## src/rtl/alu_pkg.sv

```systemverilog
// rtl/alu_pkg.sv - shared ALU widths and control codes
package alu_pkg;

    localparam int DATA_W = 32;
    localparam int CTRL_W = 4;

    localparam logic [CTRL_W-1:0] ALU_ADD  = 4'b0000;
    localparam logic [CTRL_W-1:0] ALU_SUB  = 4'b1000;
    localparam logic [CTRL_W-1:0] ALU_SLL  = 4'b0001;
    localparam logic [CTRL_W-1:0] ALU_SLT  = 4'b0010;
    localparam logic [CTRL_W-1:0] ALU_SLTU = 4'b0011;
    localparam logic [CTRL_W-1:0] ALU_XOR  = 4'b0100;
    localparam logic [CTRL_W-1:0] ALU_SRL  = 4'b0101;
    localparam logic [CTRL_W-1:0] ALU_SRA  = 4'b1101;
    localparam logic [CTRL_W-1:0] ALU_OR   = 4'b0110;
    localparam logic [CTRL_W-1:0] ALU_AND  = 4'b0111;

endpackage

```

## src/rtl/alu.sv

```systemverilog
// rtl/alu.sv - combinational 32-bit ALU with zero flag
module alu
    import alu_pkg::*;
(
    input  logic [DATA_W-1:0] a,
    input  logic [DATA_W-1:0] b,
    input  logic [CTRL_W-1:0] ctrl,
    output logic [DATA_W-1:0] result,
    output logic              zero
);

    // Decode the control code; unknown codes yield 0 so zero reads 1
    always_comb begin
        result = '0;
        case (ctrl)
            ALU_ADD:  result = a + b;
            ALU_SUB:  result = a - b;
            ALU_SLL:  result = a << b[4:0];
            ALU_SLT:  result = {{(DATA_W-1){1'b0}}, ($signed(a) < $signed(b))};
            ALU_SLTU: result = {{(DATA_W-1){1'b0}}, (a < b)};
            ALU_XOR:  result = a ^ b;
            ALU_SRL:  result = a >> b[4:0];
            ALU_SRA:  result = $signed(a) >>> b[4:0];
            ALU_OR:   result = a | b;
            ALU_AND:  result = a & b;
            default:  result = '0;
        endcase
    end

    assign zero = (result == '0);

endmodule

```

## src/rtl/rr_arbiter.sv

```systemverilog
// rtl/rr_arbiter.sv - pointer-based rotating grant with encoded index
module rr_arbiter #(
    parameter int NUM_REQ = 2,
    parameter int IDX_W   = $clog2(NUM_REQ)
) (
    input  logic [NUM_REQ-1:0] req,
    input  logic [IDX_W-1:0]   ptr,
    input  logic               advance,
    output logic [NUM_REQ-1:0] grant,
    output logic [IDX_W-1:0]   idx,
    output logic [IDX_W-1:0]   next_ptr
);

    // Scan from ptr upward with wrap; the first asserted request wins
    always_comb begin
        int          j;
        logic [IDX_W-1:0] jj;
        logic        found;
        grant = '0;
        idx   = '0;
        found = 1'b0;
        j     = 0;
        jj    = '0;
        for (int k = 0; k < NUM_REQ; k++) begin
            j = int'(ptr) + k;
            if (j >= NUM_REQ) j = j - NUM_REQ;
            jj = IDX_W'(j);
            if (!found && req[jj]) begin
                found     = 1'b1;
                grant[jj] = 1'b1;
                idx       = jj;
            end
        end
    end

    // The pointer moves just past the winner only when the grant is taken
    always_comb begin
        next_ptr = ptr;
        if (advance) begin
            next_ptr = (int'(idx) == NUM_REQ - 1) ? '0 : idx + 1'b1;
        end
    end

endmodule

```

## src/rtl/alu_share_arbiter.sv

```systemverilog
// rtl/alu_share_arbiter.sv - one ALU shared by NUM_REQ requesters; ALU_ARB_RR_EN selects round-robin over fixed priority
module alu_share_arbiter
    import alu_pkg::*;
#(
    parameter int NUM_REQ = 2
) (
    input  logic                      clk,
    input  logic                      rst_n,
    input  logic [NUM_REQ-1:0]        req_valid,
    input  logic [NUM_REQ*DATA_W-1:0] req_a,
    input  logic [NUM_REQ*DATA_W-1:0] req_b,
    input  logic [NUM_REQ*CTRL_W-1:0] req_ctrl,
    output logic [NUM_REQ-1:0]        req_ready,
    output logic [NUM_REQ-1:0]        rsp_valid,
    output logic [DATA_W-1:0]         rsp_result,
    output logic                      rsp_zero,
    input  logic [NUM_REQ-1:0]        rsp_ready
);

    localparam int IDX_W = $clog2(NUM_REQ);

    logic              out_vld;
    logic [IDX_W-1:0]  out_id;
    logic [IDX_W-1:0]  ptr;
    logic [IDX_W-1:0]  next_ptr;
    logic [NUM_REQ-1:0] grant;
    logic [IDX_W-1:0]  grant_idx;
    logic              out_free;
    logic              accept;
    logic [DATA_W-1:0] sel_a;
    logic [DATA_W-1:0] sel_b;
    logic [CTRL_W-1:0] sel_ctrl;
    logic [DATA_W-1:0] alu_result;
    logic              alu_zero;

    assign out_free  = !out_vld || rsp_ready[out_id];
    assign req_ready = (rst_n && out_free) ? grant : '0;
    assign accept    = |req_ready;

    rr_arbiter #(
        .NUM_REQ (NUM_REQ),
        .IDX_W   (IDX_W)
    ) u_arb (
        .req      (req_valid),
        .ptr      (ptr),
        .advance  (accept),
        .grant    (grant),
        .idx      (grant_idx),
        .next_ptr (next_ptr)
    );

`ifdef ALU_ARB_RR_EN
    // Rotate the search start past each accepted requester
    always_ff @(posedge clk or negedge rst_n) begin
        if (!rst_n) begin
            ptr <= '0;
        end else begin
            ptr <= next_ptr;
        end
    end
`else
    logic [IDX_W-1:0] unused_next_ptr;
    assign ptr             = '0;
    assign unused_next_ptr = next_ptr;
`endif

    // Route the granted requester's operands into the shared ALU
    always_comb begin
        sel_a    = '0;
        sel_b    = '0;
        sel_ctrl = '0;
        for (int i = 0; i < NUM_REQ; i++) begin
            if (grant_idx == IDX_W'(i)) begin
                sel_a    = req_a[i*DATA_W +: DATA_W];
                sel_b    = req_b[i*DATA_W +: DATA_W];
                sel_ctrl = req_ctrl[i*CTRL_W +: CTRL_W];
            end
        end
    end

    alu u_alu (
        .a      (sel_a),
        .b      (sel_b),
        .ctrl   (sel_ctrl),
        .result (alu_result),
        .zero   (alu_zero)
    );

    // Output register: reload on accept, otherwise retire on consume, else hold
    always_ff @(posedge clk or negedge rst_n) begin
        if (!rst_n) begin
            out_vld    <= 1'b0;
            out_id     <= '0;
            rsp_result <= '0;
            rsp_zero   <= 1'b0;
        end else if (accept) begin
            out_vld    <= 1'b1;
            out_id     <= grant_idx;
            rsp_result <= alu_result;
            rsp_zero   <= alu_zero;
        end else if (out_vld && rsp_ready[out_id]) begin
            out_vld    <= 1'b0;
        end
    end

    // Expand the owner id into the one-hot response valid
    always_comb begin
        rsp_valid = '0;
        if (out_vld) rsp_valid[out_id] = 1'b1;
    end

endmodule

```

## config.mk

```make
export PLATFORM = sky130hd
export DESIGN_NAME = alu_share_arbiter
export DESIGN_NICKNAME = d
export VERILOG_FILES = /design/src/rtl/alu_pkg.sv /design/src/rtl/alu.sv /design/src/rtl/rr_arbiter.sv /design/src/rtl/alu_share_arbiter.sv
export SDC_FILE = /design/constraint.sdc
export NUM_CORES = 1
export LEC_CHECK = 0
export ABC_AREA = 1
export BUFFER_PORTS_ARGS = -buffer_cell sky130_fd_sc_hd__buf_2
export CAP_MARGIN = 20
export CELL_PAD_IN_SITES_DETAIL_PLACEMENT = 1
export CELL_PAD_IN_SITES_GLOBAL_PLACEMENT = 2
export CORE_AREA = 5 5 168 250
export CTS_CLUSTER_DIAMETER = 150
export CTS_CLUSTER_SIZE = 10
export DETAILED_ROUTE_END_ITERATION = 10
export DIE_AREA = 0 0 173 255
export GPL_TIMING_DRIVEN = 0
export PLACE_DENSITY_LB_ADDON = 0.1
export REMOVE_ABC_BUFFERS = 1
export SLEW_MARGIN = 20
export SYNTH_ARGS = -nofsm -noshare
export SYNTH_HDL_FRONTEND = slang
export SYNTH_SLANG_ARGS = --single-unit
```

## constraint.sdc

```tcl
create_clock -name clk -period 2.42 [get_ports clk]
set_input_delay 0.242 -clock clk [delete_from_list [all_inputs] [get_ports clk]]
set_output_delay 0.242 -clock clk [all_outputs]
set_load 0.02 [all_outputs]
```

After elaboration in Yosys (flattened, before gate mapping) --
Index checks and enable logic that the tools add are counted.
Cells by class: add/subtract/negate cells 2, $lt $le $gt $ge 4, equality and inequality tests 9, shifts and indexed selects 3, mux-type cells 16, bitwise gates (word level) 3, reduce and logical (&&, ||, !) cells 11
Operators by type and width (number):
- 32-bit case mux with 10 select lines | 1
- 32-bit < comparator | 2
- 32-bit two-way mux | 2
- 32-bit adder | 1
- 32-bit AND | 1
- 32-bit logical NOT | 1
- 32-bit OR | 1
- 32-bit by 5-bit << shifter with 32-bit output | 1
- 32-bit by 5-bit >> shifter with 32-bit output | 1
- 32-bit by 5-bit >>> shifter with 32-bit output | 1
- 32-bit subtractor | 1
- 32-bit bitwise XOR | 1
- 4-bit by 3-bit equality test with 1-bit output (second input constant) | 4
- 4-bit by 2-bit equality test with 1-bit output (second input constant) | 2
- 4-bit equality test (second input constant) | 2
- 1-bit two-way mux | 8
- 2-bit two-way mux | 3
- 4-bit by 1-bit equality test with 1-bit output (second input constant) | 1
- 1-bit logical AND | 4
- 4-bit logical NOT | 1
- 4-bit two-way mux | 1
- 1-bit logical NOT | 2
- 1-bit by 2-bit < comparator with 1-bit output (second input constant) | 1
- 2-bit nonzero test | 1
- other kinds (4) | 4
Storage, ports and cells: bits in registers 35, input port bits 142, output and inout port bits 37, logic and storage cells 52

Longest topological paths before layout --
Gate-level depths: netlist (run 1).
depth after elaboration 8, gate-level depth with buffers 31, gate-level depth less buffers 27

Hierarchy --
A second synthesis (run 1) with hierarchy kept.
Second synthesis, totals: cell total of the unflattened synthesis 2433, area, all modules 12857.3 µm²
By module, submodules not included:
- alu | instances 1, cells an instance 2175, area each 10381.2 µm², seq. area each 0.0 µm²
- alu_share_arbiter | instances 1, cells an instance 248, area each 2436.1 µm², seq. area each 875.8 µm²
- rr_arbiter | instances 1, cells an instance 10, area each 40.0 µm², seq. area each 0.0 µm²

Worst setup path before layout (run 1) --
Ideal clock, no wire load.
kind input to register, start input port req_valid[0], end register rsp_zero, library setup time 66 ps, data arrival time 3312 ps, data required time 2354 ps, path slack -958 ps, cell stages on the path 29, buffers on the path 5, cells stage by stage inv_2 -> nand2_4 -> buf_12 -> buf_4 -> clkbuf_1 -> clkbuf_1 -> o21ai_0 -> ha_1 -> clkbuf_1 -> inv_1 -> nand2_1 -> nand2_1 -> nand2_1 -> nand2_1 -> nand2_1 -> nand2_1 -> a21oi_1 -> nand2_1 -> nand2_1 -> nand3_1 -> nand3_1 -> nand2_1 -> nor2_1 -> nand3_1 -> nor2_1 -> nand2_1 -> nor2_1 -> nand3_1 -> nand2_1
Between the ends: cells in the longest elaborated chain, start to end 8, elaborated cells on any way between the ends 33, classes of those cells 2 x add/sub; 2 x order compare; 9 x eq/ne; 3 x shift; 9 x mux; 3 x bitwise; 5 x reduce/logical
Ends and longest elaborated chain:
- start, declared | line alu_share_arbiter.sv:9 | input logic [NUM_REQ-1:0] req_valid,
- 1-bit two-way mux | line rr_arbiter.sv:28 | if (!found && req[jj]) begin
- 1-bit logical NOT | line rr_arbiter.sv:28
- 1-bit logical AND | line rr_arbiter.sv:28
- 1-bit two-way mux | line rr_arbiter.sv:28
- 32-bit two-way mux or 4-bit two-way mux (tied branches) | line alu_share_arbiter.sv:73 | if (grant_idx == IDX_W'(i)) begin
- 32-bit subtractor (tied with other cells) | line alu.sv:17 | ALU_SUB: result = a - b;
- 32-bit case mux with 10 select lines | line alu.sv:15 | case (ctrl)
- 32-bit logical NOT | line alu.sv:30 | assign zero = (result == '0);
- end signal, assigned | line alu_share_arbiter.sv:100 | rsp_zero <= alu_zero;
- end, declared | line alu_share_arbiter.sv:16 | output logic rsp_zero,
Parallel ways exist; a longest one is shown, timed or not. A chain may end at the register's enable or synchronous reset.

Worst setup path after layout (run 1) --
start input port req_valid[1], end register rsp_zero
Between the ends: cells in the longest elaborated chain, start to end 6, elaborated cells on any way between the ends 30, classes of those cells 2 x add/sub; 2 x order compare; 9 x eq/ne; 3 x shift; 7 x mux; 3 x bitwise; 4 x reduce/logical
Ends and longest elaborated chain (line):
- 1-bit logical AND (*) | rr_arbiter.sv:28
- 1-bit two-way mux | rr_arbiter.sv:28
- 32-bit two-way mux or 4-bit two-way mux (tied branches) | alu_share_arbiter.sv:73
- 32-bit subtractor (tied with other cells) | alu.sv:17
- 32-bit case mux with 10 select lines | alu.sv:15
- 32-bit logical NOT | alu.sv:30
Mark *: on every way between the ends. The rest lies on a longest branch, timed or not.

==> run summary, run 1 <==
Ratio of routed vias to standard cells: 5.74. The critical setup path kind is in2reg. The tools report the fill cell total of the finished layout as 5348. The first global-routing pass estimated 119000 um of wire.

IR analysis of the VDD net gives a maximum drop of 254 uV. For this block, the via count after detailed routing is 18300. The count of state elements after synthesis came out at 35. Counting instances in the post-synthesis netlist gives the leading cell types as 718 x nand2_1, 428 x nand3_1, 299 x inv_1. The sequential area share after synthesis is 7.01%. The cell area that synthesis handed to floorplanning was 12500 um2. The number of clock buffers added by TritonCTS is 5.

The clock period minus final worst setup slack came out at 3.21 ns. The tightest min-delay check is of the in2async type. The final-stage net count is 2931, and the number of enable flip-flop cells after synthesis is 0.

The violation count after the first detailed-route iteration came out at 1142. The initialized floorplan defines 89 standard-cell rows. Dividing the detail-routed wire length by the instance count gives 26.6 um. TritonCTS built the clock tree. STA puts the critical path data arrival time at 3.45 ns. The post-layout worst setup margin is -0.793 ns, and the transition time of the tightest slew-check pin is 0.845 ns. The final critical path takes up 133% of the cycle. The total power was 8580 uW. The checks that failed: setup timing.

The placeable core region came out at 39400 um2. After synthesis, the share of flip-flops with an asynchronous set or reset is 100%. The tools report the number of I/O pins as 179. The analysis attributes to cell leakage a power of 0.00903 uW. The total of warnings raised by yosys was 0; the sum of net half-perimeters after detailed placement was 58100 um.

The mean instance size in the synthesized netlist is 5.17 um2. The port buffer count was 178; the remaining global-route overflow was 0. Summed over all layers, the routed wires come to 84800 um.

The tools report the number of diodes as 0. The maximum clock frequency is 311 MHz, and the height of the die is 255 um. The maximum count of clock buffers along a single path came out at 2.

The remaining design rule violation count was 0. The first detailed-routing pass ran for 5 iterations. The number of standard cells after synthesis was 2418.

The most frequently used flop master after synthesis was dfrtp_1. The number of antenna violations at the first check in global routing came out at 1. Across every metal layer, demand over resource in global routing totals 36.0%.

The total clock sinks is 35. nand2_1 is the most common cell in the netlist. Counting distinct cell types in the post-synthesis netlist gives 49. The number of hold violations in the final report was 0. The startpoint kind of the worst setup timing path was an input pin. Between clock sinks in the finished design, the worst skew comes to 0.0117 ns.

The full die area was 44100 um2; the total area of multi-input combinational cells was 12400 um2. The maximum number of pins on one net before global-route repair was 55. In this run the clock root is driven by a clkbuf_16. For the worst setup path, the data required time is 2.66 ns.

The number of global-route vias before repair is 18600. The clock-pin slew on the worst setup and hold paths was 0.06 ns; the largest fanout of any net on the critical path was 10. The tool flagged a number of max-cap violations equal to 0. In this run the number of H-tree levels came out at 2. The synthesis-to-layout area growth works out to 46.0%.

Setup violations remaining at the end of the flow were counted as 32. The run gives -9.99 ns as the sum of negative setup slack. Sorting the synthesized cells by area gives the leading types as nand2_1 22%, nand3_1 17%, ha_1 9.8%, inv_1 9.0%, dfrtp_1 7.0%. From left edge to right edge, the die measures 173 um. The areal power density over the cells is 470 nW/um2.

nand2_1 takes more of the synthesized area than any other cell. Cells with a size suffix above 1 make up 33.0% of the layout. Clock latency on the worst-skew pair, taken at its later pin, is 0.31 ns.

The final number of max-transition violations is 0. The run finished, with violations left. Remaining antenna violation count after routing: 0. The congestion estimate from routability-driven global placement came to 0.977. In this run the tightest slew margin relative to its limit is 43.7%. The combined flip-flop and latch cell area was 876 um2; the area share of the largest cell type after synthesis was 21.6%. Setup repair after global routing could not meet its margin everywhere. Initial cell density of the core: 31.7%.

STA classifies the critical path endpoint as a flop.
[layer usage]
metal  up-vias  routed length [um]  global-route usage (%)
met5         -                   0                       0
met4         0                8170                    27.1
met3       296                3990                    3.37
met2       691               41600                    65.4
met1      8924               31000                    39.0
li1       8411                   -                       -
[power breakdown]
part	internal, uW	switching [uW]	leakage, uW	total, uW
Combinational	2340	4560	0.00850	6900
Sequential	785	106	0.000448	891
Clock	487	296	0.0000838	783
[placed cells by master, fill, tap and decap left out, types with 39 or more instances in the layout]
cell type and instances:
buf_2 177, o21ai_0 52, inv_1 261, a21oi_1 77, o21ai_1 62, a21oi_2 39, nand2_4 45, nor2_2 50
nor2_4 41, nor2_1 144, nand3_1 396, buf_4 129, nand2_2 102, nand2_1 616, ha_1 63
[state kept, by name, summed over array words and instances, names as in the netlist]
name        cells
rsp_zero        1
out_vld         1
out_id          1
rsp_result     32
[layout make-up]
type	instances	share of cell area, %
Multi-Input combinational cell	1975	68.2
Timing Repair Buffer	351	15.0
Inverter	315	7.29
Sequential cell	35	4.80
Tap cell	500	3.43
Clock buffer	5	0.686
Timing Repair inverter	6	0.418
Clock inverter	3	0.240
[worst max-delay path, stage by stage]
cell and delay [ns]:
buf_16 0.14, inv_12 0.07, nor2_4 0.04, buf_12 0.14, or2_4 0.23, o21ai_4 0.11, buf_16 0.18, buf_12 0.10
ha_4 0.23, o21ai_4 0.20, nor2_2 0.07, nand3_2 0.11, nand2_2 0.08, o21ai_4 0.26, nand2_1 0.11, a21oi_1 0.17
nor2_1 0.08, nor2_2 0.18, nand3_1 0.11, nor2_2 0.19, nand2_2 0.10, nor2_1 0.11, nand3_1 0.08, nand2_1 0.08
[final timing paths]
path | from | endpoint | slack (ns) | depth (start not counted)
max | req_valid[1] | rsp_zero | -0.79 | 24
min | rst_n | rsp_result[14] | 0.03 | 1
max reg2reg | out_id | rsp_result[25] | 0.18 | 10
min reg2reg | rsp_result[30] | rsp_result[30] | 0.48 | 2
max in group asynchronous | rst_n | out_vld | 1.84 | 1
min in group clk | rsp_ready[0] | out_vld | 0.24 | 4
[through the flow]
step,instance area [um2],cells,hold WS [ns],setup slack [ns],utilization (%)
after floorplan,11800,2305,-0.0536,-2.77,-
after global placement,13400,2983,0.380,-6.10,33.9
after detailed placement,13600,2991,0.394,-3.50,34.5
after CTS,16600,3110,0.0791,-0.746,42.1
after global routing,18200,3190,0.118,-0.939,46.3
final,18200,3190,0.0340,-0.793,46.3
[what timing repair did]
action	CTS	global route
pin swaps	98	100
gates resized for setup	467	267
gates cloned	30	2
hold buffers	0	0
setup endpoints to repair	34	33
buffers inserted	81	79
[cells by family (layout without fill, tap and decap cells)]
family	after synthesis	in the layout	synth area share, %
AOI/OAI and AO/OA	343	344	15.0
xor gates and xnor gates	1	1	0.0701
adders and majority gates	100	100	10.1
buffers and inverters	428	680	14.7
DFF	35	35	7.01
and+or+nand+nor	1511	1530	53.1
Power figures use the tool's default switching activity.
==> inputs of run 2 (changes only) <==
--- a/config.mk
+++ b/config.mk
@@ -8,15 +8,12 @@
 export ABC_AREA = 1
 export BUFFER_PORTS_ARGS = -buffer_cell sky130_fd_sc_hd__buf_2
 export CAP_MARGIN = 20
-export CELL_PAD_IN_SITES_DETAIL_PLACEMENT = 1
-export CELL_PAD_IN_SITES_GLOBAL_PLACEMENT = 2
-export CORE_AREA = 5 5 168 250
+export CORE_AREA = 5 5 151 225
 export CTS_CLUSTER_DIAMETER = 150
 export CTS_CLUSTER_SIZE = 10
 export DETAILED_ROUTE_END_ITERATION = 10
-export DIE_AREA = 0 0 173 255
+export DIE_AREA = 0 0 156 230
 export GPL_TIMING_DRIVEN = 0
-export PLACE_DENSITY_LB_ADDON = 0.1
 export REMOVE_ABC_BUFFERS = 1
 export SLEW_MARGIN = 20
 export SYNTH_ARGS = -nofsm -noshare
==> run 2 against run 1 <==
  * Critical endpoint unchanged
  * Sequential share of layout area is 0.061 points higher
  * Via count increased by 1.2%
  * Register-to-register slack gained 0.28 ns
  * Non-clock buffer count up 10
  * Power shrank 3.3%
  * Wire length fell by 12%
  * The run ends with DRC, setup timing left
  * Largest power group unchanged
  * Global-route usage grew 2.6 points
  * Utilization is 10 points higher
==> run summary, run 2 (same netlist as run 1, synthesis figures left out) <==
The placeable core region was 31700 um2. The quantity of hold-fixing buffers added after cts is 0. The post-route clock period utilization is 129%, and the fraction of final layout cells with drive strength greater than 1 is 33.6%. After detailed routing, the total wire length is 74300 um. TritonCTS built the clock tree. The global placement routability congestion came out at 1.07.

Dividing total power by cell area gives a power density of 461 nW/um2. For the worst setup path, the data arrival time is 3.34 ns. After global routing the overflow that remains totals 0. The remaining antenna violation count after routing was 0. The tools report the maximum number of pins on one net before global-route repair as 58. The clock root buffer was clkbuf_16. The detailed-route via count came out at 18500. The tools report the register-to-register path setup slack as 0.46 ns.

Setup repair after global routing could not meet its margin everywhere. Summed over all nets, the half-perimeter wirelength after detailed placement is 48600 um. The tools report the terminus of the critical flop-to-flop path as rsp_result[31]. The clock period minus final worst setup slack was 3.11 ns. The tool flagged a number of max-cap violations equal to 0.

The mean routed wirelength per cell came out at 23.9 um. Total area of multi-input combinational cells: 12300 um2. Ratio of routed vias to standard cells: 5.96. In this run the tightest slew margin relative to its limit is 48.7%. IR analysis of the VDD net gives a maximum drop of 241 uV. Along the worst path, the maximum fanout reaches 8. 179 I/O pins were placed. The worst setup path is launched from an input pin. The tools report the worst setup skew after layout as 0.00286 ns. For the number of antenna violations at the first check in global routing, the log shows 1. Critical setup path kind: in2reg. The first detailed-routing pass took 9 iterations. For this configuration, the core starts out at a cell density of 39.4%. The port buffer count works out to 178. Static timing analysis puts the maximum clock frequency at 321 MHz. Measured in cells, the most critical reg-to-reg path has a length of 10. The transition time of the tightest slew-check pin is 0.764 ns.

The final number of max-transition violations was 0; the first-pass GRT wire length was 105000 um. The number of global-route vias before repair was 17300; the remaining design rule violation count was 2. The number of clock buffers added by TritonCTS is 5. The flow ran to the end, but the final reports show violations. The height of the die was 230 um; the clock latency of the later-clocked register in the worst-skew pair was 0.28 ns.

The post-layout worst setup margin is -0.694 ns. The clock passes through at most 2 buffers. The area growth from synthesis to layout is 44.2%. The startpoint of the worst-slack reg-to-reg timing path was out_id.

Global routing used 38.6% of the available tracks across all layers. The placed instances occupy a cell area of 13500 um2. The analysis attributes to cell leakage a power of 0.00903 uW.

The checks that failed: DRC, setup timing. From left edge to right edge, the die measures 156 um. The run gives 0 as the number of hold violations in the final report.

The worst setup path is captured at a flop. Timing analysis after detailed placement gives a worst setup slack of -3.25 ns. The tightest min-delay check is of the in2async type.

Clock-pin slew on the worst setup and hold paths: 0.06 ns. The final layout contains 2940 nets. The fill cell total of the finished layout was 3213. The clock net in this run drives a total of 35 sinks. The run gives 2 as the H-tree level count.

Across the whole layout, storage elements account for 876 um2. The number of flip-flops in the largest register was 32. The logs give 18000 um2 for the final instance area and 33 for the setup violation total in the final timing report. In the layout the commonest cells are 611 x nand2_1, 398 x nand3_1, 256 x inv_1.

At the worst endpoint, the required time is 2.64 ns. The most flop-heavy register is rsp_result. Hold timing on the final database bottoms out at a slack of 0.0292 ns. The row count is 80. The detailed router finished its first iteration with 2098 violations.

The floorplan step defined a die boundary enclosing 35900 um2. Leaving out fill and tap cells, the most frequent cell in the layout is nand2_1.
==> run 2: changes by cell type in the layout (fill, tap and decap cells not counted), moves of 4 or more <==
cell and delta:
o21ai_1 -7, o21ai_4 -7, buf_16 -5, buf_4 +18
nand2_1 -5, nand3_4 -4, inv_2 +5, buf_6 -8
inv_1 -5, nand2_2 +8, o21ai_2 +12
==> run 2: critical path: stages <==
cell     delay (ns)
buf_16         0.14
inv_8          0.06
nor2_4         0.27
or2_4          0.22
nand2_8        0.10
buf_16         0.16
ha_4           0.29
buf_6          0.14
o21a_1         0.18
nand3_2        0.11
nand2_2        0.07
buf_4          0.14
inv_4          0.06
nand2_4        0.05
nand2_4        0.10
nand2_2        0.06
nand2_1        0.05
nand2_1        0.05
nand3_1        0.06
nand2_1        0.07
nor2_2         0.16
nand2_1        0.07
nor2_1         0.13
nand2_1        0.08
nor2_1         0.11
nand3_1        0.07
nand2_1        0.07
==> run 2: metal layers <==
layer	GRT usage, %	vias to the layer above	wire length, um
met1	43.3	8525	25300
li1	-	8437	-
met2	64.9	1168	34100
met4	30.8	2	8910
met5	0	-	11
met3	4.74	413	5930
==> run 2: power by group <==
part	internal (uW)	leakage (uW)	switching (uW)	total [uW]
sequential	785	0.000448	99.3	884
combinational	2310	0.00850	4350	6650
clock	512	0.0000869	245	757
total	3600	0.00903	4690	8300
==> run 2: through the flow <==
| step | instances | power (uW) | setup TNS, ns | utilization (%) |
|---|---|---|---|---|
| after floorplan | 2305 | 3900 | -75.65 | - |
| after global placement | 2893 | 5430 | -161.04 | 41.8 |
| after detailed placement | 2899 | 5530 | -88.00 | 42.4 |
| after CTS | 3031 | 7380 | -4.90 | 51.7 |
| after global routing | 3109 | 8760 | -12.49 | 56.8 |
| final | 3110 | 8300 | -9.43 | 56.8 |
==> run 2: worst max path at each step <==
stage	cells after the start	startpoint	slack [ns]	to
finish	27	req_valid[1]	-0.69	rsp_zero
global route	28	req_valid[1]	-0.91	rsp_zero
CTS	23	req_valid[1]	-0.58	rsp_zero
detailed placement	26	req_valid[0]	-3.25	rsp_zero
global placement	26	req_valid[0]	-5.55	rsp_zero
floorplan	25	req_valid[0]	-2.77	rsp_zero
==> run 2: what timing repair did <==
| action | 4_1_cts | 5_1_grt |
|---|---|---|
| setup endpoints to repair | 33 | 33 |
| hold endpoints to repair | 0 | 0 |
| buffers inserted | 94 | 76 |
| gates resized for setup | 425 | 298 |
| cloned | 30 | 2 |
| pin swaps | 77 | 104 |
==> run 2: layout make-up <==
class / count / area share (%)
clock inverter: 2 / 0.195
timing repair inverter: 6 / 0.375
sequential: 35 / 4.86
timing repair buffer: 361 / 15.3
multi-input combinational: 1974 / 68.3
inverter: 315 / 7.36
tap: 410 / 2.85
antenna: 1 / 0.0139
clock buffer: 6 / 0.771
==> inputs of run 3 (changes only) <==
--- a/config.mk
+++ b/config.mk
@@ -8,12 +8,15 @@
 export ABC_AREA = 1
 export BUFFER_PORTS_ARGS = -buffer_cell sky130_fd_sc_hd__buf_2
 export CAP_MARGIN = 20
+export CELL_PAD_IN_SITES_DETAIL_PLACEMENT = 1
+export CELL_PAD_IN_SITES_GLOBAL_PLACEMENT = 1
 export CORE_AREA = 5 5 151 225
 export CTS_CLUSTER_DIAMETER = 150
 export CTS_CLUSTER_SIZE = 10
 export DETAILED_ROUTE_END_ITERATION = 10
 export DIE_AREA = 0 0 156 230
 export GPL_TIMING_DRIVEN = 0
+export PLACE_DENSITY_LB_ADDON = 0.1
 export REMOVE_ABC_BUFFERS = 1
 export SLEW_MARGIN = 20
 export SYNTH_ARGS = -nofsm -noshare
==> run 3 against run 2 <==
  * The run ends with setup timing left
  * Sequential cell count stayed put
  * Critical path depth is 3 lower
  * Final area is 2.7% higher
  * Die area stayed put
  * Sequential share of layout area is 0.13 points lower
  * Critical path type unchanged
  * Critical endpoint is now rsp_result[31]
  * Largest cell class unchanged
==> run summary, run 3 (same netlist as run 1, synthesis figures left out) <==
The critical path goes through buf_16 -> inv_8 -> nor2_4 -> buf_12 -> or2_2 -> nand2_4 -> buf_4 -> ha_4 -> nor2_2 -> and3_1 -> nand2_1 -> nand2_4 -> nand2_4 -> nand2_8 -> nand3_2 -> nand3_1 -> nand2_1 -> nor2_2 -> nor2_4 -> buf_4 -> buf_4 -> buf_4 -> buf_4 -> a31oi_4. The remaining antenna violation count after routing was 0. In the final routed layout, each cell accounts on average for 29.4 um. From synthesis to final layout, the design area changed by 48.1%. The number of buffers and inverters on the critical path is 8.

The final number of max-transition violations is 0. Dividing the detail-routed via count by the number of cells gives 6.42. Leaving out fill and tap cells, the most frequent cells in the layout are 620 x nand2_1, 388 x nand3_1, 255 x inv_1.

Entering global routing, the biggest net connects 42 pins. The path class of the tightest hold or removal check is in2async. In this run the tool buffered the top-level ports with 178 buffer cells. For the leakage power summed over all cells, the log shows 0.00921 uW. The post-route clock period utilization works out to 135%.

Sequential cells account for 10.0% of the total power. Setup repair after global routing could not meet its margin everywhere. In this run the horizontal extent of the chip is 156 um.

Leaving out fill and tap cells, the most frequent cell in the layout is nand2_1. The number of flip-flops in the largest register was 32. The tools report the first-pass detailed-route iteration total as 7. The first global-routing pass estimated 122000 um of wire. Clock-pin slew on the worst setup and hold paths: 0.06 ns. The tools report the number of antenna violations at the first check in global routing as 2.

The cell occurring most often along the worst timing path was buf_4. At the end of the flow, the number of nets in the layout was 2959. The initial utilization of the core area, before any placement, comes to 39.4%. The remaining design rule violation count is 0, and the maximum resistive drop on vdd is 282 uV. The family with the most delay on the worst path was simple AND/OR/NAND/NOR gates. After the first detailed-routing iteration, the DRC count stood at 2023. The run finished, with violations left. After global routing the overflow that remains totals 0. The slowest library cell on the worst path was or2_2. For the number of diodes, the log shows 0. The post-layout worst setup margin is -0.842 ns, and the number of global-route vias before repair is 20000. At the end of routability-driven placement, the weighted congestion stood at 0.963. In this run, the combinational gates consume 81.7% of the power. Clock tree synthesis selected as its root buffer the cell clkbuf_16.

Of all nets on the critical path, the largest fanout is 7. For the number of hold violations in the final report, the log shows 0. Prior to clock tree synthesis, the placed netlist has a worst setup slack of -3.42 ns.

Of the total power, the share spent switching nets is 58.8%. Cell-internal power: 3690 uW. The transition time of the tightest slew-check pin is 0.796 ns, and the total global-route track usage is 45.2%.

The clock passes through at most 2 buffers. Measured on the finished design, the core utilization comes to 58.3%. Clock tree synthesis inserted a total of 5 buffers. TritonCTS built the clock tree. STA classifies the critical path startpoint as an input pin. The height of the die came out at 230 um. By startpoint and endpoint, the worst setup path is classified as in2reg. Summed over all nets, the half-perimeter wirelength after detailed placement is 54000 um. Setup violations remaining at the end of the flow were counted as 33.

The full die area came out at 35900 um2. In this run the standard cell core region covers 31700 um2. The detailed-route via count is 20100, and the areal power density over the cells is 484 nW/um2.

The total clock sinks is 35. The tools report the worst-case headroom to the max-slew limit as 46.9%. In this design, the stage delay of the slowest critical-path cell is 0.30 ns. Counting flops per register, the top entry is rsp_result. The nature of the critical path endpoint was a flop. The checks that failed: setup timing. The clock network is responsible for 8.3% of the overall power. The row count is 80, and the H-tree level count is 2.

The net load switching power was 5260 uW. For this block, the routed nets add up to 92000 um of wire. The fraction of final layout cells with drive strength greater than 1 works out to 34.7%. For the finished layout, the period the worst path requires is 3.26 ns. The run gives 307 MHz as the maximum clock frequency. For the worst setup skew after layout, the log shows 0.0100 ns.

The count of max-cap constraint violations is 0. The critical path data required time is 2.63 ns, and the data arrival time of the worst path is 3.47 ns. The tools report the number of I/O pins as 179. For the worst-skew pair, the clock arrives at the later sink with an insertion delay of 0.29 ns.
run 3: cell count changes in the layout (fill, tap and decap cells not counted), moves of 7 or more:
cell	change
nand2_1	+9
buf_4	+8
nor2_2	+9
nand2_2	-15
nand3_1	-10
o21ai_2	-7
nor2_1	-11
run 3: final cells by class:
cell class	instances	area (um2)
clock buffers	5	125
clock inverters	3	43.8
fillers	4359	13200
inverters	315	1350
multi-input cells	1973	12500
flip-flops and latches	35	876
well taps	410	513
repair buffers	380	3020
repair inverters	7	85.1
run 3: layer usage:
layer	global-route usage [%]	part of all wire [%]
met4	43.0	13
met3	7.73	9.5
met2	74.1	45
met5	0	0.014
met1	48.0	32
run 3: what timing repair did:
item / in CTS / in global routing
gates cloned: 27 / 3
gates resized for setup: 536 / 250
buffers inserted: 128 / 62
setup endpoints to repair: 34 / 33
hold buffers: 0 / 0
pin swaps: 114 / 116
run 3: power groups by stage:
stage          Combinational (uW)  Clock [uW]  Sequential, uW
3_5_place_dp                 4800           0             901
4_1_cts                      6160         755             895
5_1_grt                      7600         764             918
6_report                     7310         746             895
2_1_floorplan                2770           0            1140
3_3_place_gp                 4640           0             885
run 3: path summary, 6_finish.rpt:
path	from	end	slack, ns	cells past startpoint
setup / recovery	req_valid[1]	rsp_result[31]	-0.84	24
hold / removal	rst_n	rsp_result[8]	0.03	1
setup reg to reg	out_id	rsp_result[31]	0.19	10
hold reg to reg	rsp_result[24]	rsp_result[24]	0.48	2
max in group asynchronous	rst_n	rsp_result[1]	1.87	1
min in group clk	rsp_ready[0]	out_vld	0.27	4
run 3: stage by stage:
step | cell area (um2) | power, uW | hold slack, ns | TNS [ns] | instances
after floorplan | 11800 | 3900 | -0.0536 | -75.65 | 2305
after global placement | 13200 | 5520 | 0.349 | -162.90 | 2893
after detailed placement | 13500 | 5700 | 0.367 | -92.17 | 2900
after CTS | 17100 | 7810 | 0.0691 | -7.19 | 3063
after global routing | 18500 | 9280 | 0.118 | -15.35 | 3128
final | 18500 | 8950 | 0.0350 | -13.19 | 3128
run 3: worst register-to-register path: cells and delay by family (launching register included):
kind	cells	cell delay [ns]
and+or+nand+nor	6	0.84
buffers and inverters	3	0.72
DFF	1	0.40
AOI/OAI and AO/OA	1	0.17
